$ cat src/rtl/block_framer_if.sv
// Sample, scaling-factor, control and framed-output signals of the block framer.
interface block_framer_if;
  logic [31:0] inData;
  logic        inValid;
  logic        inReady;
  logic [11:0] sfData;
  logic        sfLoad;
  logic [11:0] ctrlData;
  logic        ctrlValid;
  logic        ctrlReady;
  logic [31:0] outData;
  logic        outValid;
  logic        frameStart;

  modport master (
    output inData, inValid, sfData, sfLoad, ctrlData, ctrlValid,
    input  inReady, ctrlReady, outData, outValid, frameStart
  );

  modport slave (
    input  inData, inValid, sfData, sfLoad, ctrlData, ctrlValid,
    output inReady, ctrlReady, outData, outValid, frameStart
  );
endinterface

$ cat src/rtl/block_framer.sv
// Block framer: one comma word then BLOCK_SIZE-1 payload words whose top nibble
// carries the scaling factor followed by control words, with comma bytes escaped.
module block_framer #(
  parameter int unsigned BLOCK_SIZE = 1024,
  parameter logic [31:0] COMMA_WORD = 32'h0000_00FC
) (
  input  logic          clk,
  input  logic          rst,
  block_framer_if.slave bus
);

  localparam int unsigned CNT_W  = ($clog2(BLOCK_SIZE) < 10) ? 10 : $clog2(BLOCK_SIZE);
  localparam int unsigned NIB_W  = 4;
  localparam int unsigned SF_W   = 12;
  localparam int unsigned WORD_W = 32;
  localparam int unsigned LO_W   = SF_W - NIB_W;
  localparam logic [CNT_W-1:0] LAST_CNT    = CNT_W'(BLOCK_SIZE - 1);
  localparam logic [CNT_W-1:0] GROUP_LEN   = CNT_W'(3);
  localparam logic [7:0]       COMMA_BYTE  = 8'hFC;
  localparam logic [7:0]       ESCAPE_BYTE = 8'hFD;

  typedef enum logic [1:0] {
    ST_COMMA = 2'd0,
    ST_SF    = 2'd1,
    ST_CTRL  = 2'd2
  } state_e;

  state_e state_q, state_d;

  logic [CNT_W-1:0]  cnt_q, cnt_d;
  logic [1:0]        nib_idx_q, nib_idx_d;
  logic [SF_W-1:0]   sf_shadow_q, sf_shadow_d;
  logic [SF_W-1:0]   sf_active_q, sf_active_d;
  logic [LO_W-1:0]   ctrl_lo_q, ctrl_lo_d;
  logic [WORD_W-1:0] out_data_q, out_data_d;
  logic              out_valid_q, out_valid_d;
  logic              frame_start_q, frame_start_d;
  logic              in_ready_q, in_ready_d;

  logic              accept;
  logic              last_beat;
  logic              ctrl_room;
  logic              ctrl_take;
  logic [NIB_W-1:0]  nibble;
  logic [WORD_W-1:0] merged;

  // Any payload byte that would look like the comma byte is bumped by one.
  function automatic logic [WORD_W-1:0] escape_comma(input logic [WORD_W-1:0] w);
    logic [WORD_W-1:0] r;
    r = w;
    for (int b = 0; b < 4; b++) begin
      if (w[b*8 +: 8] == COMMA_BYTE) r[b*8 +: 8] = ESCAPE_BYTE;
    end
    return r;
  endfunction

  assign accept    = bus.inValid && in_ready_q;
  assign last_beat = (cnt_q + CNT_W'(1)) == LAST_CNT;
  assign ctrl_room = (LAST_CNT - cnt_q) >= GROUP_LEN;
  // A control word is only taken when all three of its nibbles fit in this frame.
  assign ctrl_take = accept && (state_q == ST_CTRL) && (nib_idx_q == 2'd0) && ctrl_room;

  assign bus.inReady    = in_ready_q;
  assign bus.ctrlReady  = ctrl_take && !rst;
  assign bus.outData    = out_data_q;
  assign bus.outValid   = out_valid_q;
  assign bus.frameStart = frame_start_q;

  always_ff @(posedge clk) begin
    if (rst) state_q <= ST_COMMA;
    else     state_q <= state_d;
  end

  always_comb begin
    state_d = state_q;
    case (state_q)
      ST_COMMA: state_d = ST_SF;
      ST_SF: begin
        if (accept) begin
          if (last_beat)               state_d = ST_COMMA;
          else if (nib_idx_q == 2'd2)  state_d = ST_CTRL;
        end
      end
      ST_CTRL: begin
        if (accept && last_beat) state_d = ST_COMMA;
      end
      default: state_d = ST_COMMA;
    endcase
  end

  always_comb begin
    cnt_d         = cnt_q;
    nib_idx_d     = nib_idx_q;
    sf_active_d   = sf_active_q;
    ctrl_lo_d     = ctrl_lo_q;
    sf_shadow_d   = bus.sfLoad ? bus.sfData : sf_shadow_q;
    out_data_d    = out_data_q;
    out_valid_d   = 1'b0;
    frame_start_d = 1'b0;
    in_ready_d    = (state_d != ST_COMMA);
    nibble        = '0;
    merged        = bus.inData;

    case (state_q)
      ST_SF: begin
        case (nib_idx_q)
          2'd0:    nibble = sf_active_q[11:8];
          2'd1:    nibble = sf_active_q[7:4];
          default: nibble = sf_active_q[3:0];
        endcase
      end
      ST_CTRL: begin
        case (nib_idx_q)
          2'd0:    nibble = (ctrl_take && bus.ctrlValid) ? bus.ctrlData[11:8] : '0;
          2'd1:    nibble = ctrl_lo_q[7:4];
          default: nibble = ctrl_lo_q[3:0];
        endcase
      end
      default: nibble = '0;
    endcase

    if (state_q == ST_COMMA) begin
      // An sfLoad coinciding with the comma applies to the frame being started.
      out_data_d    = COMMA_WORD;
      out_valid_d   = 1'b1;
      frame_start_d = 1'b1;
      cnt_d         = '0;
      nib_idx_d     = 2'd0;
      ctrl_lo_d     = '0;
      sf_active_d   = bus.sfLoad ? bus.sfData : sf_shadow_q;
    end else if (accept) begin
      merged[31:28] = nibble;
      out_data_d    = escape_comma(merged);
      out_valid_d   = 1'b1;
      cnt_d         = cnt_q + CNT_W'(1);
      nib_idx_d     = (nib_idx_q == 2'd2) ? 2'd0 : nib_idx_q + 2'd1;
      if ((state_q == ST_CTRL) && (nib_idx_q == 2'd0)) begin
        ctrl_lo_d = (ctrl_take && bus.ctrlValid) ? bus.ctrlData[7:0] : '0;
      end
    end
  end

  always_ff @(posedge clk) begin
    if (rst) begin
      cnt_q         <= '0;
      nib_idx_q     <= 2'd0;
      sf_shadow_q   <= '0;
      sf_active_q   <= '0;
      ctrl_lo_q     <= '0;
      out_data_q    <= '0;
      out_valid_q   <= 1'b0;
      frame_start_q <= 1'b0;
      in_ready_q    <= 1'b0;
    end else begin
      cnt_q         <= cnt_d;
      nib_idx_q     <= nib_idx_d;
      sf_shadow_q   <= sf_shadow_d;
      sf_active_q   <= sf_active_d;
      ctrl_lo_q     <= ctrl_lo_d;
      out_data_q    <= out_data_d;
      out_valid_q   <= out_valid_d;
      frame_start_q <= frame_start_d;
      in_ready_q    <= in_ready_d;
    end
  end

endmodule

$ cat src/flat_wrapper.sv
// flat-port wrapper written by rule: the top's interface ports become plain ports
module block_framer_flat 
#(
  parameter int unsigned BLOCK_SIZE = 1024,
  parameter logic [31:0] COMMA_WORD = 32'h0000_00FC
)
  (clk, rst, bus_inData, bus_inValid, bus_sfData, bus_sfLoad, bus_ctrlData, bus_ctrlValid, bus_inReady, bus_ctrlReady, bus_outData, bus_outValid, bus_frameStart);
  block_framer_if bus_i ();
  input  logic clk;
  input  logic rst;
  input wire logic [$bits(bus_i.inData)-1:0] bus_inData;
  input wire logic [$bits(bus_i.inValid)-1:0] bus_inValid;
  input wire logic [$bits(bus_i.sfData)-1:0] bus_sfData;
  input wire logic [$bits(bus_i.sfLoad)-1:0] bus_sfLoad;
  input wire logic [$bits(bus_i.ctrlData)-1:0] bus_ctrlData;
  input wire logic [$bits(bus_i.ctrlValid)-1:0] bus_ctrlValid;
  output wire logic [$bits(bus_i.inReady)-1:0] bus_inReady;
  output wire logic [$bits(bus_i.ctrlReady)-1:0] bus_ctrlReady;
  output wire logic [$bits(bus_i.outData)-1:0] bus_outData;
  output wire logic [$bits(bus_i.outValid)-1:0] bus_outValid;
  output wire logic [$bits(bus_i.frameStart)-1:0] bus_frameStart;
  assign bus_i.inData = bus_inData;
  assign bus_i.inValid = bus_inValid;
  assign bus_i.sfData = bus_sfData;
  assign bus_i.sfLoad = bus_sfLoad;
  assign bus_i.ctrlData = bus_ctrlData;
  assign bus_i.ctrlValid = bus_ctrlValid;
  assign bus_inReady = bus_i.inReady;
  assign bus_ctrlReady = bus_i.ctrlReady;
  assign bus_outData = bus_i.outData;
  assign bus_outValid = bus_i.outValid;
  assign bus_frameStart = bus_i.frameStart;
  block_framer #(.BLOCK_SIZE(BLOCK_SIZE), .COMMA_WORD(COMMA_WORD)) u_core (.clk(clk), .rst(rst), .bus(bus_i));
endmodule
$ cat config.mk
export PLATFORM = sky130hd
export DESIGN_NAME = block_framer_flat
export DESIGN_NICKNAME = d
export VERILOG_FILES = /design/src/rtl/block_framer_if.sv /design/src/rtl/block_framer.sv /design/src/flat_wrapper.sv
export SDC_FILE = /design/constraint.sdc
export NUM_CORES = 1
export LEC_CHECK = 0
export CAP_MARGIN = 40
export CORE_UTILIZATION = 24
export CTS_BUF_LIST = sky130_fd_sc_hd__clkbuf_2 sky130_fd_sc_hd__clkbuf_4 sky130_fd_sc_hd__clkbuf_8
export DETAILED_ROUTE_END_ITERATION = 8
export DONT_BUFFER_PORTS = 1
export SLEW_MARGIN = 20
export SYNTH_ARGS = -nofsm -noshare
export SYNTH_HDL_FRONTEND = slang
export SYNTH_SLANG_ARGS = --single-unit
$ cat constraint.sdc
create_clock -name clk -period 1.7 [get_ports clk]
set_input_delay 0.34 -clock clk [delete_from_list [all_inputs] [get_ports clk]]
set_output_delay 0.34 -clock clk [all_outputs]
set_load 0.03 [all_outputs]
==> impl_summary.md, run 1 <==
Finish
The relative area change from synthesis to final layout is 26.8%. Summing all flip-flop and latch instances after layout gives between 1500 and 2000 µm². The share of cells above drive strength 1 is 26.0%. The design area is 4530 µm². In the final design database the tool counted 522 nets. Summing all multi-input logic gate instances after layout gives 1950 µm². The number of antenna diodes in the final layout is 0.

Leaving out fill and tap cells, the most frequent cell in the layout is sky130_fd_sc_hd__nand2_1. Leaving out fill and tap cells, the most frequent cells in the layout are sky130_fd_sc_hd__nand2_1 (73), sky130_fd_sc_hd__dfxtp_1 (69), sky130_fd_sc_hd__nor2_1 (57). The filler cells instantiated in the layout total approximately 1500.

Timing
The relative slew slack is roughly three quarters. Setup repair after global routing could not meet its margin everywhere. The slack of the critical path is -151 ps. The number of pins with negative max-slew slack in the final report came to 0. Hold is met by 38.6 ps. The setup violation total in the final timing report is 2.

Dividing the final minimum period by the clock period gives 109%. The total count of hold-check failures in the final report is 0. The worst-margin pin slew is 378 ps. Derived from the worst setup path, the maximum achievable clock frequency is 0.540 GHz. The smallest clock period supported by the final layout is computed as 1850 ps. The final worst clock skew is 13.3 ps.

Yosys
The most used flip-flop cell after synthesis is sky130_fd_sc_hd__dfxtp_1. In this run the biggest area consumer among cell types represents between 40% and 50% of the synthesized area. The cell area that synthesis handed to floorplanning was between 3000 and 4000 µm². A synthesized cell averages 8.60 µm². By area the synthesized netlist is led by sky130_fd_sc_hd__dfxtp_1 (45%), sky130_fd_sc_hd__nand2_1 (8.0%), sky130_fd_sc_hd__nor2_1 (6.1%). The sequential cell area fraction in the yosys report is 45.4%. Synthesis produced a netlist whose cell count is slightly above 400. The cell type with the highest aggregate area in the netlist is sky130_fd_sc_hd__dfxtp_1. In this run, synthesis inferred 0 flip-flops with an integrated enable.

The register bit count reported by yosys is 81. In this run, distinct cell masters in the synthesized netlist total 49. The share of synthesized registers carrying an async set or reset is 0%. The count of warnings emitted by yosys is 0.

The synthesized net count is 483.

Clock tree
The post-CTS clock slew at the launch and capture registers of the worst setup and hold paths is approximately 90 ps. The root buffer cell is sky130_fd_sc_hd__clkbuf_8. The number of clock buffers inserted by TritonCTS is 9.

The deepest level of the CTS H-tree is 3. The maximum clock path buffer count is 2. The clock latency at the later pin of the worst-skew pair is 360 ps. The tree built by TritonCTS fans out to 81 sinks. TritonCTS built the clock tree.

Critical path
The register-to-register setup slack is -70 ps. The worst setup path is launched from a flip-flop. The worst path required time is 1360 ps.

In this run the worst path has a maximum fanout of 3. The endpoint identified for the worst register-to-register timing path is u_core.bus.outData[24]. The worst register-to-register path has a depth of 8.

The launching point of the worst reg2reg path is u_core.nib_idx_q[0]. The worst setup path is captured at an output port. The signal arrival time at the worst endpoint is 1510 ps.

The setup path with the least slack is of type reg2out.

Route
The overall via count from detail_route is 3070. After the first detailed-routing iteration, the DRC count stood at 174. The remaining design rule violation count is 0. The routed wirelength normalized by instance count is ~16 µm. The routed via count divided by cell count is 4.78. In this run the remaining antenna-violating nets after routing total 0. The first detailed-routing pass ran for 4 iterations. The final routed wirelength across all metal layers is roughly 10 mm.

Run
The tool flagged a number of max-cap violations equal to 0.

Global routing
The via count of the first global-routing pass is just over 3000. The overflow left after global routing is 0. The largest net degree at the start of global routing is 39. The combined global-route utilization of all metal layers is 13.2%. The initial antenna violation count came to 0.

The first global-routing pass estimated around 15 mm of wire.

Min path
The path with the worst hold slack has its endpoint at u_core.bus.outData[4]. Counting instances, the worst hold path has a depth of 1. In this run the most critical hold path is launched from rst. The tightest min-delay check is of the in2reg type.

Power and ir drop
Across the VDD grid, the largest voltage drop is 0.453 mV. The power per cell area is 872 nW/µm². The static power due to leakage is 1.63 nW.

Status
The final reports fail on setup timing. The flow ran to the end, but the final reports show violations.

Placed design
After detailed placement, the total cell area comes to 3970 µm². The congestion estimate from routability-driven global placement came to 0.847. The quantity of I/O buffers inserted on ports is 0. Prior to clock tree synthesis, the placed netlist has a worst setup slack of -73.2 ps. The wire-length estimate of the detail-placed layout is approximately 7.2 mm.

Floorplan
The width of the chip is 124 µm. The floorplan has 44 rows. 97 I/O pins were placed. The total area inside the core boundary comes to 14500 µm². The starting utilization of the core area is approximately 25%.

Measured along the y axis, the die boundary spans 124 µm. The die covers 15400 µm².
-- power by group --
part	total, mW	leakage, nW	switching (mW)	internal (mW)
combinational	0.349	0.860	0.194	0.156
sequential	2.05	0.669	0.0874	1.96
clock	1.55	0.106	0.713	0.836
total	3.95	1.63	0.994	2.95
-- synthesized netlist by cell type, types with 3 or more instances --
| master | n |
|---|---|
| sky130_fd_sc_hd__dfxtp_1 | 81 |
| sky130_fd_sc_hd__nand2_1 | 76 |
| sky130_fd_sc_hd__nor2_1 | 58 |
| sky130_fd_sc_hd__a21oi_1 | 29 |
| sky130_fd_sc_hd__a211oi_1 | 14 |
| sky130_fd_sc_hd__clkbuf_1 | 14 |
| sky130_fd_sc_hd__mux2i_1 | 13 |
| sky130_fd_sc_hd__a22oi_1 | 11 |
| sky130_fd_sc_hd__nor3_1 | 11 |
| sky130_fd_sc_hd__a31oi_1 | 8 |
| sky130_fd_sc_hd__inv_1 | 8 |
| sky130_fd_sc_hd__o21ai_0 | 8 |
| sky130_fd_sc_hd__ha_1 | 7 |
| sky130_fd_sc_hd__xor2_1 | 6 |
| sky130_fd_sc_hd__buf_6 | 5 |
| sky130_fd_sc_hd__nand4_1 | 5 |
| sky130_fd_sc_hd__nor2b_1 | 4 |
| sky130_fd_sc_hd__and2_1 | 3 |
| sky130_fd_sc_hd__and3b_1 | 3 |
| sky130_fd_sc_hd__buf_1 | 3 |
| sky130_fd_sc_hd__buf_2 | 3 |
| sky130_fd_sc_hd__nand3_1 | 3 |
| sky130_fd_sc_hd__o211ai_1 | 3 |
| sky130_fd_sc_hd__o21a_1 | 3 |
| sky130_fd_sc_hd__o31ai_1 | 3 |
| sky130_fd_sc_hd__xnor2_1 | 3 |
-- kinds of logic (layout without fill, tap and decap cells) --
| kind of cell | count (synthesis) | count (layout) | synth area share (%) |
|---|---|---|---|
| AO/OA/AOI/OAI | 89 | 89 | 17.1 |
| adder cells (fa/ha/maj) | 7 | 7 | 2.45 |
| buffers and inverters | 33 | 76 | 4.63 |
| AND/OR/NAND/NOR | 179 | 179 | 23.1 |
| multiplexers | 17 | 17 | 5.12 |
| flip-flops | 81 | 81 | 45.4 |
| XOR/XNOR | 9 | 9 | 2.21 |
-- worst max-delay path, cell delays in order (launching register included) --
cell                      delay, ps
sky130_fd_sc_hd__dfxtp_4        380
sky130_fd_sc_hd__ha_4           130
sky130_fd_sc_hd__and2b_2        150
sky130_fd_sc_hd__nand2_2         70
sky130_fd_sc_hd__nor3_4         250
sky130_fd_sc_hd__buf_12         150
-- sequential cells by signal, summed over array words and instances (netlist names) --
signal,cells
u_core.bus.outData,32
u_core.sf_active_q,12
u_core.sf_shadow_q,12
u_core.cnt_q,10
u_core.ctrl_lo_q,8
u_core.nib_idx_q,2
u_core.state_q,2
u_core.bus.frameStart,1
u_core.bus.inReady,1
u_core.bus.outValid,1
-- metal layers --
layer	share of wire, %	track usage (%)
met5	0	0
met4	2.4	6.55
met3	4.8	3.53
met2	49	21.7
met1	44	15.9
-- worst max path at each step --
stage | startpoint | endpoint | slack [ps] | cells after the start
after floorplan | u_core.state_q[0] | bus_ctrlReady | -20 | 5
after global placement | u_core.nib_idx_q[0] | u_core.bus.outData[24] | -50 | 6
after detailed placement | u_core.nib_idx_q[0] | u_core.bus.outData[24] | -70 | 6
after CTS | u_core.state_q[0] | bus_ctrlReady | -170 | 6
after global routing | u_core.state_q[0] | bus_ctrlReady | -240 | 6
final | u_core.state_q[1] | bus_ctrlReady | -150 | 5
-- metrics by stage --
stage / TNS [ps] / utilization [%] / instances / total power [mW]
4_1_cts: -170 / 29.6 / 633 / 3.97
6_report: -218 / 31.1 / 642 / 3.95
3_5_place_dp: -137 / 27.3 / 609 / 2.40
5_1_grt: -426 / 31.1 / 642 / 4.12
3_3_place_gp: -75.2 / 27.3 / 609 / 2.38
2_1_floorplan: -20.9 / - / 415 / 2.32
-- area by class of cell --
class                   instances  share of cell area, %
flip-flops and latches         81                   36.4
repair buffers                 53                   9.93
clock buffers                  10                   2.90
well taps                     184                   5.09
inverters                       8                  0.774
clock inverters                 5                   1.80
multi-input cells             301                   43.1
-- what timing repair did --
action | CTS | global route
setup buffers | 9 | 10
pin swaps | 10 | 16
gates resized for setup | 21 | 41
setup endpoints to repair | 4 | 41
hold buffers | 0 | 0
Power figures use the tool's default switching activity.
==> inputs of run 2 (changes only) <==
--- a/config.mk
+++ b/config.mk
@@ -6,6 +6,7 @@
 export NUM_CORES = 1
 export LEC_CHECK = 0
 export CAP_MARGIN = 40
+export CORE_ASPECT_RATIO = 1.4
 export CORE_UTILIZATION = 24
 export CTS_BUF_LIST = sky130_fd_sc_hd__clkbuf_2 sky130_fd_sc_hd__clkbuf_4 sky130_fd_sc_hd__clkbuf_8
 export DETAILED_ROUTE_END_ITERATION = 8
==> impl_summary.md, run 2 (synthesized netlist as in run 1, its figures left out) <==
Clock tree
The maximum clock path buffer count was 2 (unchanged). The post-cts hold buffer count is 0 (unchanged). The post-CTS clock slew at the launch and capture registers of the worst setup and hold paths is 80 ps (was 90 ps). The number of sinks driven by the clock tree came to 81 (unchanged). The root buffer cell was sky130_fd_sc_hd__clkbuf_8 (unchanged). The deepest level of the CTS H-tree is 3 (unchanged). The number of clock buffers inserted by TritonCTS is 9 (unchanged). The clock latency at the later pin of the worst-skew pair is 360 ps (about the same). The TritonCTS clock tree is done (unchanged).

Critical path
The nature of the critical path endpoint was an output port (unchanged). The signal arrival time at the worst endpoint is 1460 ps (was 1510 ps). The delay of the slowest cell on the worst path is 370 ps (was 380 ps). The highest net fanout along the worst path is 2 (was 3). The type of the worst setup path is reg2out (unchanged). The slowest library cell on the worst path is sky130_fd_sc_hd__dfxtp_2 (was sky130_fd_sc_hd__dfxtp_4). The worst path required time is 1360 ps (about the same).

The kind of cell adding the most delay to the critical path is simple AND/OR/NAND/NOR gates (unchanged). The kind of start point of the critical path is a flip-flop (unchanged). The buffer and inverter count on the worst path is 2 (was 1). Ordered cell list for the critical path: nand4_4 -> nor4_4 -> buf_4 -> nor3_4 -> buf_12 (was ha_4 -> and2b_2 -> nand2_2 -> nor3_4 -> buf_12).

Power and ir drop
The power share of the combinational group came to 8.5% (was 8.9%). The power share of the sequential group is 55.7% (was 51.9%). The power per cell area is 838 nW/µm² (was 872 nW/µm²). The share of total power consumed by net switching is 27.4% (was 25.2%). The peak ir drop on the vdd network is 0.324 mV (was 0.453 mV). The internal cell power is 2.67 mW (was 2.95 mW). The static power due to leakage is 1.55 nW (was 1.63 nW). The clock share of power is 35.7% (was 39.2%). The switching power total is 1.01 mW (was 0.994 mW).

Finish
The design area is 4390 µm² (was 4530 µm²). The number of nets at the end of the flow was 510 (was 522). The relative area change from synthesis to final layout is 22.9% (was 26.8%). The most common cell after layout, fill and taps aside is sky130_fd_sc_hd__nand2_1 (unchanged). The antenna diode instance count is 0 (unchanged). The share of cells above drive strength 1 is 24.8% (was 26.0%). Most frequent cells in the layout: sky130_fd_sc_hd__nand2_1 (74), sky130_fd_sc_hd__dfxtp_1 (68), sky130_fd_sc_hd__nor2_1 (57) (was sky130_fd_sc_hd__nand2_1 (73), sky130_fd_sc_hd__dfxtp_1 (69), sky130_fd_sc_hd__nor2_1 (57)). The flip-flop count of the largest register, all copies and words added was 32 (unchanged).

Timing
The relative slew slack is 73.2% (was 74.7%). The worst-margin pin slew was 398 ps (was 378 ps). The final worst clock skew is 5.93 ps (was 13.3 ps). The number of pins with negative max-slew slack in the final report is 0 (unchanged).

The smallest hold slack was 32.5 ps (was 38.6 ps). The final critical-path required period came to 1800 ps (was 1850 ps). The highest achievable clock rate was 0.555 GHz (was 0.540 GHz).

Setup repair after global routing missed its margin: true (unchanged). The total count of hold-check failures in the final report is 0 (unchanged). The ratio of final minimum period to clock period came to 106% (was 109%).

The final-layout setup total negative slack is -103 ps (was -218 ps). The setup violation total in the final timing report is 1 (was 2). The slack of the critical path is -103 ps (was -151 ps).

Placed design
The instance area after placement is 3930 µm² (was 3970 µm²). The routability congestion estimate from global placement came to 0.810 (was 0.847). The detailed-placement wirelength estimate is 6.92 mm (was 7.18 mm). The worst-case setup slack after placement is -103 ps (was -73.2 ps).

The quantity of I/O buffers inserted on ports came to 0 (unchanged).

Global routing
The combined global-route utilization of all metal layers was 12.8% (was 13.2%). The initial antenna violation count is 0 (unchanged). The overflow left after global routing is 0 (unchanged). The wire length of the first global-routing pass is 15.2 mm (was 15.4 mm).

The via count of the first global-routing pass was 3050 (was 3087). The largest net degree at the start of global routing is 37 (was 39).

Route
The routed via count divided by cell count came to 4.72 (was 4.78). The first-pass iteration count of the detailed router is 4 (unchanged). The number of DRC markers in iteration 0 came to 158 (was 174). The remaining design rule violation count is 0 (unchanged). The final routed wirelength across all metal layers is 9.54 mm (was 10.2 mm). The number of nets with antenna violations after routing is 0 (unchanged). The routed wirelength normalized by instance count came to 15.0 µm (was 15.8 µm). The overall via count from detail_route is 3003 (was 3070).

Floorplan
The area of the core is 14500 µm² (about the same). The count of boundary I/O pins is 97 (unchanged). The number of placement rows is 52 (was 44).

The width of the chip is 105 µm (was 124 µm). The y dimension of the die is 146 µm (was 124 µm). The die area is 15400 µm² (about the same). The starting utilization of the core area is 24.6% (about the same).

Min path
The worst hold path class is in2reg (unchanged).

Run
The max-cap check violation count is 0 (unchanged).

Status
Failing checks: setup timing (unchanged). Outcome: finished with violations (unchanged).
[run 2: final timing paths]
path,startpoint,endpoint,slack (ps),depth (start not counted)
max,u_core.cnt_q[4],bus_ctrlReady,-100,5
min,rst,u_core.bus.frameStart,30,1
max reg2reg,u_core.state_q[0],u_core.bus.outData[24],60,8
min reg2reg,u_core.sf_active_q[10],u_core.sf_active_q[10],480,2
[run 2: area by class of cell]
| class | count | area [µm²] |
|---|---|---|
| multi-input cells | 301 | 1960 |
| repair buffers | 41 | 340 |
| clock buffers | 10 | 138 |
| flip-flops and latches | 81 | 1650 |
| well taps | 189 | 236 |
| clock inverters | 6 | 42.5 |
| fillers | 1508 | 10100 |
| inverters | 8 | 30.0 |
[run 2: power by group through the flow]
stage	Sequential, mW	Clock [mW]	Combinational (mW)
detailed placement	2.10	0	0.287
global placement	2.10	0	0.277
CTS	2.05	1.36	0.311
finish	2.05	1.31	0.313
floorplan	2.09	0	0.230
global route	2.06	1.43	0.345
[run 2: repair_timing]
action,4_1_cts,5_1_grt
pin swaps,10,9
setup endpoints to repair,7,11
gates resized for setup,30,24
setup buffers,11,1
[run 2: metrics by stage]
step	std cells	power, mW	util (%)
after floorplan	415	2.32	-
after global placement	608	2.37	27.1
after detailed placement	608	2.38	27.1
after CTS	635	3.72	29.5
after global routing	636	3.84	30.2
final	636	3.67	30.2
[run 2: per-layer routing]
metal,GRT usage [%],wire (µm),vias to the layer above
li1,-,-,1487
met1,13.8,3850,1411
met2,22.3,4830,89
met3,4.15,622,16
met4,6.27,235,0
met5,0,0,-
==> inputs of run 3 (changes only) <==
--- a/config.mk
+++ b/config.mk
@@ -11,6 +11,7 @@
 export CTS_BUF_LIST = sky130_fd_sc_hd__clkbuf_2 sky130_fd_sc_hd__clkbuf_4 sky130_fd_sc_hd__clkbuf_8
 export DETAILED_ROUTE_END_ITERATION = 8
 export DONT_BUFFER_PORTS = 1
+export GPL_ROUTABILITY_DRIVEN = 1
 export SLEW_MARGIN = 20
 export SYNTH_ARGS = -nofsm -noshare
 export SYNTH_HDL_FRONTEND = slang
==> constraint.sdc (replaced) <==
create_clock -name clk -period 1.9 [get_ports clk]
set_input_delay 0.38 -clock clk [delete_from_list [all_inputs] [get_ports clk]]
set_output_delay 0.38 -clock clk [all_outputs]
set_load 0.03 [all_outputs]
==> impl_summary.md, run 3 (synthesized netlist as in run 1, its figures left out) <==
Timing
The worst-margin pin slew was 512 ps (was 398 ps). The setup violation total in the final timing report was 0 (was 1). The final critical-path required period is 1840 ps.

The worst path uses 96.9% of the clock period. The final worst clock skew is 8.96 ps (was 5.93 ps). The highest achievable clock rate is ~0.54 GHz.

The slack of the critical path is 58.6 ps (was -103 ps). The total count of hold-check failures in the final report is 0 (unchanged). The relative slew slack came to 65.7% (was 73.2%). Setup repair after global routing missed its margin: true (unchanged).

The number of pins with negative max-slew slack in the final report is 0 (unchanged).

Power and ir drop
The switching power total is 0.845 mW (was 1.01 mW). The clock share of power is 33.9% (was 35.7%). The peak ir drop on the vdd network is 0.393 mV (was 0.324 mV). The power share of the sequential group is 57.9% (was 55.7%).

The share of total power consumed by net switching is 26.7% (was 27.4%). The power share of the combinational group is 8.2% (was 8.5%). The power per cell area is 762 nW/µm² (was 838 nW/µm²). The internal cell power is 2.32 mW (was 2.67 mW). The static power due to leakage was 1.47 nW (was 1.55 nW).

Critical path
Ordered cell list for the critical path: inv_1 -> ha_2 -> nor4_4 -> buf_4 -> nor3_4 -> buf_6 (was nand4_4 -> nor4_4 -> buf_4 -> nor3_4 -> buf_12). The delay of the slowest cell on the worst path was 330 ps (was 370 ps). The launching point of the worst reg2reg path was u_core.state_q[1] (was u_core.state_q[0]). The worst path required time is 1520 ps (was 1360 ps). The kind of start point of the critical path is a flip-flop (unchanged). The type of the worst setup path is reg2out (unchanged).

The reg-to-reg critical path endpoint is u_core.bus.outData[24] (unchanged). The register-to-register setup slack was 110 ps (was 60 ps). The highest net fanout along the worst path was 2 (unchanged).

The worst reg-to-reg path cell count came to 7 (was 8). The signal arrival time at the worst endpoint is 1460 ps (about the same). The nature of the critical path endpoint was an output port (unchanged). The slowest library cell on the worst path is sky130_fd_sc_hd__dfxtp_2 (unchanged).

Finish
Most frequent cells in the layout: sky130_fd_sc_hd__nand2_1 (73), sky130_fd_sc_hd__dfxtp_1 (68), sky130_fd_sc_hd__nor2_1 (58) (was sky130_fd_sc_hd__nand2_1 (74), sky130_fd_sc_hd__dfxtp_1 (68), sky130_fd_sc_hd__nor2_1 (57)). The relative area change from synthesis to final layout is 16.4% (was 22.9%). The most common cell after layout, fill and taps aside is sky130_fd_sc_hd__nand2_1 (unchanged). The number of fill cells is 1552 (was 1508).

The flip-flop count of the largest register, all copies and words added is 32 (unchanged). The antenna diode instance count is 0 (unchanged). The share of cells above drive strength 1 is 18.5% (was 24.8%). The design area came to 4160 µm² (was 4390 µm²).

The number of nets at the end of the flow came to 497 (was 510). The non-filler instance count after layout is 622 (was 636).

Route
The first-pass iteration count of the detailed router is 4 (unchanged). The routed via count divided by cell count is 4.63 (was 4.72). The number of nets with antenna violations after routing is 0 (unchanged). The number of DRC markers in iteration 0 is 234 (was 158). The overall via count from detail_route is 2880 (was 3003). The routed wirelength normalized by instance count is 14.5 µm (was 15.0 µm).

The final routed wirelength across all metal layers came to 9.01 mm (was 9.54 mm). The remaining design rule violation count is 0 (unchanged).

Clock tree
The clock latency at the later pin of the worst-skew pair is 360 ps (about the same). The maximum clock path buffer count is 2 (unchanged). The number of sinks driven by the clock tree is 81 (unchanged).

The deepest level of the CTS H-tree is 3 (unchanged). The number of clock buffers inserted by TritonCTS is 9 (unchanged). The TritonCTS clock tree is done (unchanged). The root buffer cell is sky130_fd_sc_hd__clkbuf_8 (unchanged). The post-CTS clock slew at the launch and capture registers of the worst setup and hold paths is 80 ps (about the same).

Global routing
The largest net degree at the start of global routing came to 42 (was 37). The via count of the first global-routing pass is 2812 (was 3050). The combined global-route utilization of all metal layers was 12.1% (was 12.8%). The overflow left after global routing is 0 (unchanged). The initial antenna violation count came to 0 (unchanged). The wire length of the first global-routing pass is 14.5 mm (was 15.2 mm).

Run
The max-cap check violation count is 0 (unchanged).

Floorplan
The area of the core is 14500 µm² (unchanged). The number of placement rows is 52 (unchanged). The width of the chip came to 105 µm (unchanged). The y dimension of the die is 146 µm (unchanged). The die area is 15400 µm² (unchanged). The count of boundary I/O pins is 97 (unchanged).

The starting utilization of the core area came to 24.6% (unchanged).

Min path
The startpoint of the lowest-slack hold path was rst (unchanged). The worst hold path class is in2reg (unchanged). The count of cells along the worst hold path is 1 (unchanged).

The worst hold path endpoint is u_core.bus.frameStart (unchanged).

Placed design
The detailed-placement wirelength estimate was 6.65 mm (was 6.92 mm). The quantity of I/O buffers inserted on ports is 0 (unchanged). The worst-case setup slack after placement is -15.2 ps (was -103 ps). The number of cells in the design after placement came to 598 (was 608). The instance area after placement was 3830 µm² (was 3930 µm²). The routability congestion estimate from global placement is 0.817 (was 0.810).

Status
Outcome: complete, no violations (was finished with violations).
## run 3: cell types whose count changed in the layout (fill, tap and decap cells not counted), moves of 2 or more
cell | previous run | this run
sky130_fd_sc_hd__ha_4 | 4 | 1
sky130_fd_sc_hd__inv_1 | 4 | 7
sky130_fd_sc_hd__buf_4 | 37 | 25
sky130_fd_sc_hd__a22oi_1 | 8 | 11
sky130_fd_sc_hd__a22oi_2 | 3 | 0
sky130_fd_sc_hd__inv_2 | 4 | 0
sky130_fd_sc_hd__clkinv_2 | 2 | 4
sky130_fd_sc_hd__ha_1 | 2 | 4
## run 3: critical path: cells and delay by family (launching register included)
family | cells | cell delay [ps]
buf+inv | 3 | 360
simple gates | 2 | 210
fa+ha+maj | 1 | 200
flops | 1 | 330
## run 3: metrics by stage
step	total power, mW	util [%]	TNS (ps)	hold slack (ps)
3_5_place_dp	2.12	26.4	-15.2	457
3_3_place_gp	2.12	26.4	0	452
5_1_grt	3.32	28.6	-32.3	55.4
4_1_cts	3.20	28.4	0	57.7
2_1_floorplan	2.08	-	0	456
6_report	3.17	28.6	0	76.9
## run 3: final cells by class
class                      instances  area (µm²)  share of cell area, %
multi-input combinational        301        1840                   44.3
sequential                        81        1650                   39.7
timing repair buffer              28         239                   5.75
tap                              189         236                   5.69
clock buffer                       9         124                   2.98
clock inverter                     6        36.3                  0.873
inverter                           8        32.5                  0.783
## run 3: per-layer routing
metal	vias to the layer above	GRT usage, %	share of wire, %
met1	1340	13.8	42
li1	1447	-	-
met5	-	0	0
met3	10	3.66	5.7
met2	83	20.8	50
met4	0	5.35	2.1
## run 3: how the worst max path moves through the flow
stage	from	end	slack (ps)	cells past startpoint
floorplan	u_core.state_q[0]	bus_ctrlReady	50	5
global placement	u_core.state_q[0]	u_core.bus.outData[24]	70	7
detailed placement	u_core.state_q[0]	u_core.bus.outData[24]	-20	7
CTS	u_core.cnt_q[5]	bus_ctrlReady	2	5
global route	u_core.cnt_q[0]	bus_ctrlReady	-20	6
finish	u_core.cnt_q[0]	bus_ctrlReady	60	6
## run 3: repair_timing
item                                    in CTS  in global routing
resized for setup                           27                  5
pin swaps                                    2                  2
hold buffers                                 0                  0
gates cloned                                 0                  0
setup buffers                                8                  0
endpoints found under the setup margin       2                  2
## run 3: power groups by stage
| stage | logic (mW) | registers, mW | clock network, mW |
|---|---|---|---|
| 2_1_floorplan | 0.205 | 1.87 | 0 |
| 3_3_place_gp | 0.239 | 1.88 | 0 |
| 3_5_place_dp | 0.246 | 1.88 | 0 |
| 4_1_cts | 0.257 | 1.83 | 1.11 |
| 5_1_grt | 0.291 | 1.84 | 1.19 |
| 6_report | 0.260 | 1.83 | 1.07 |
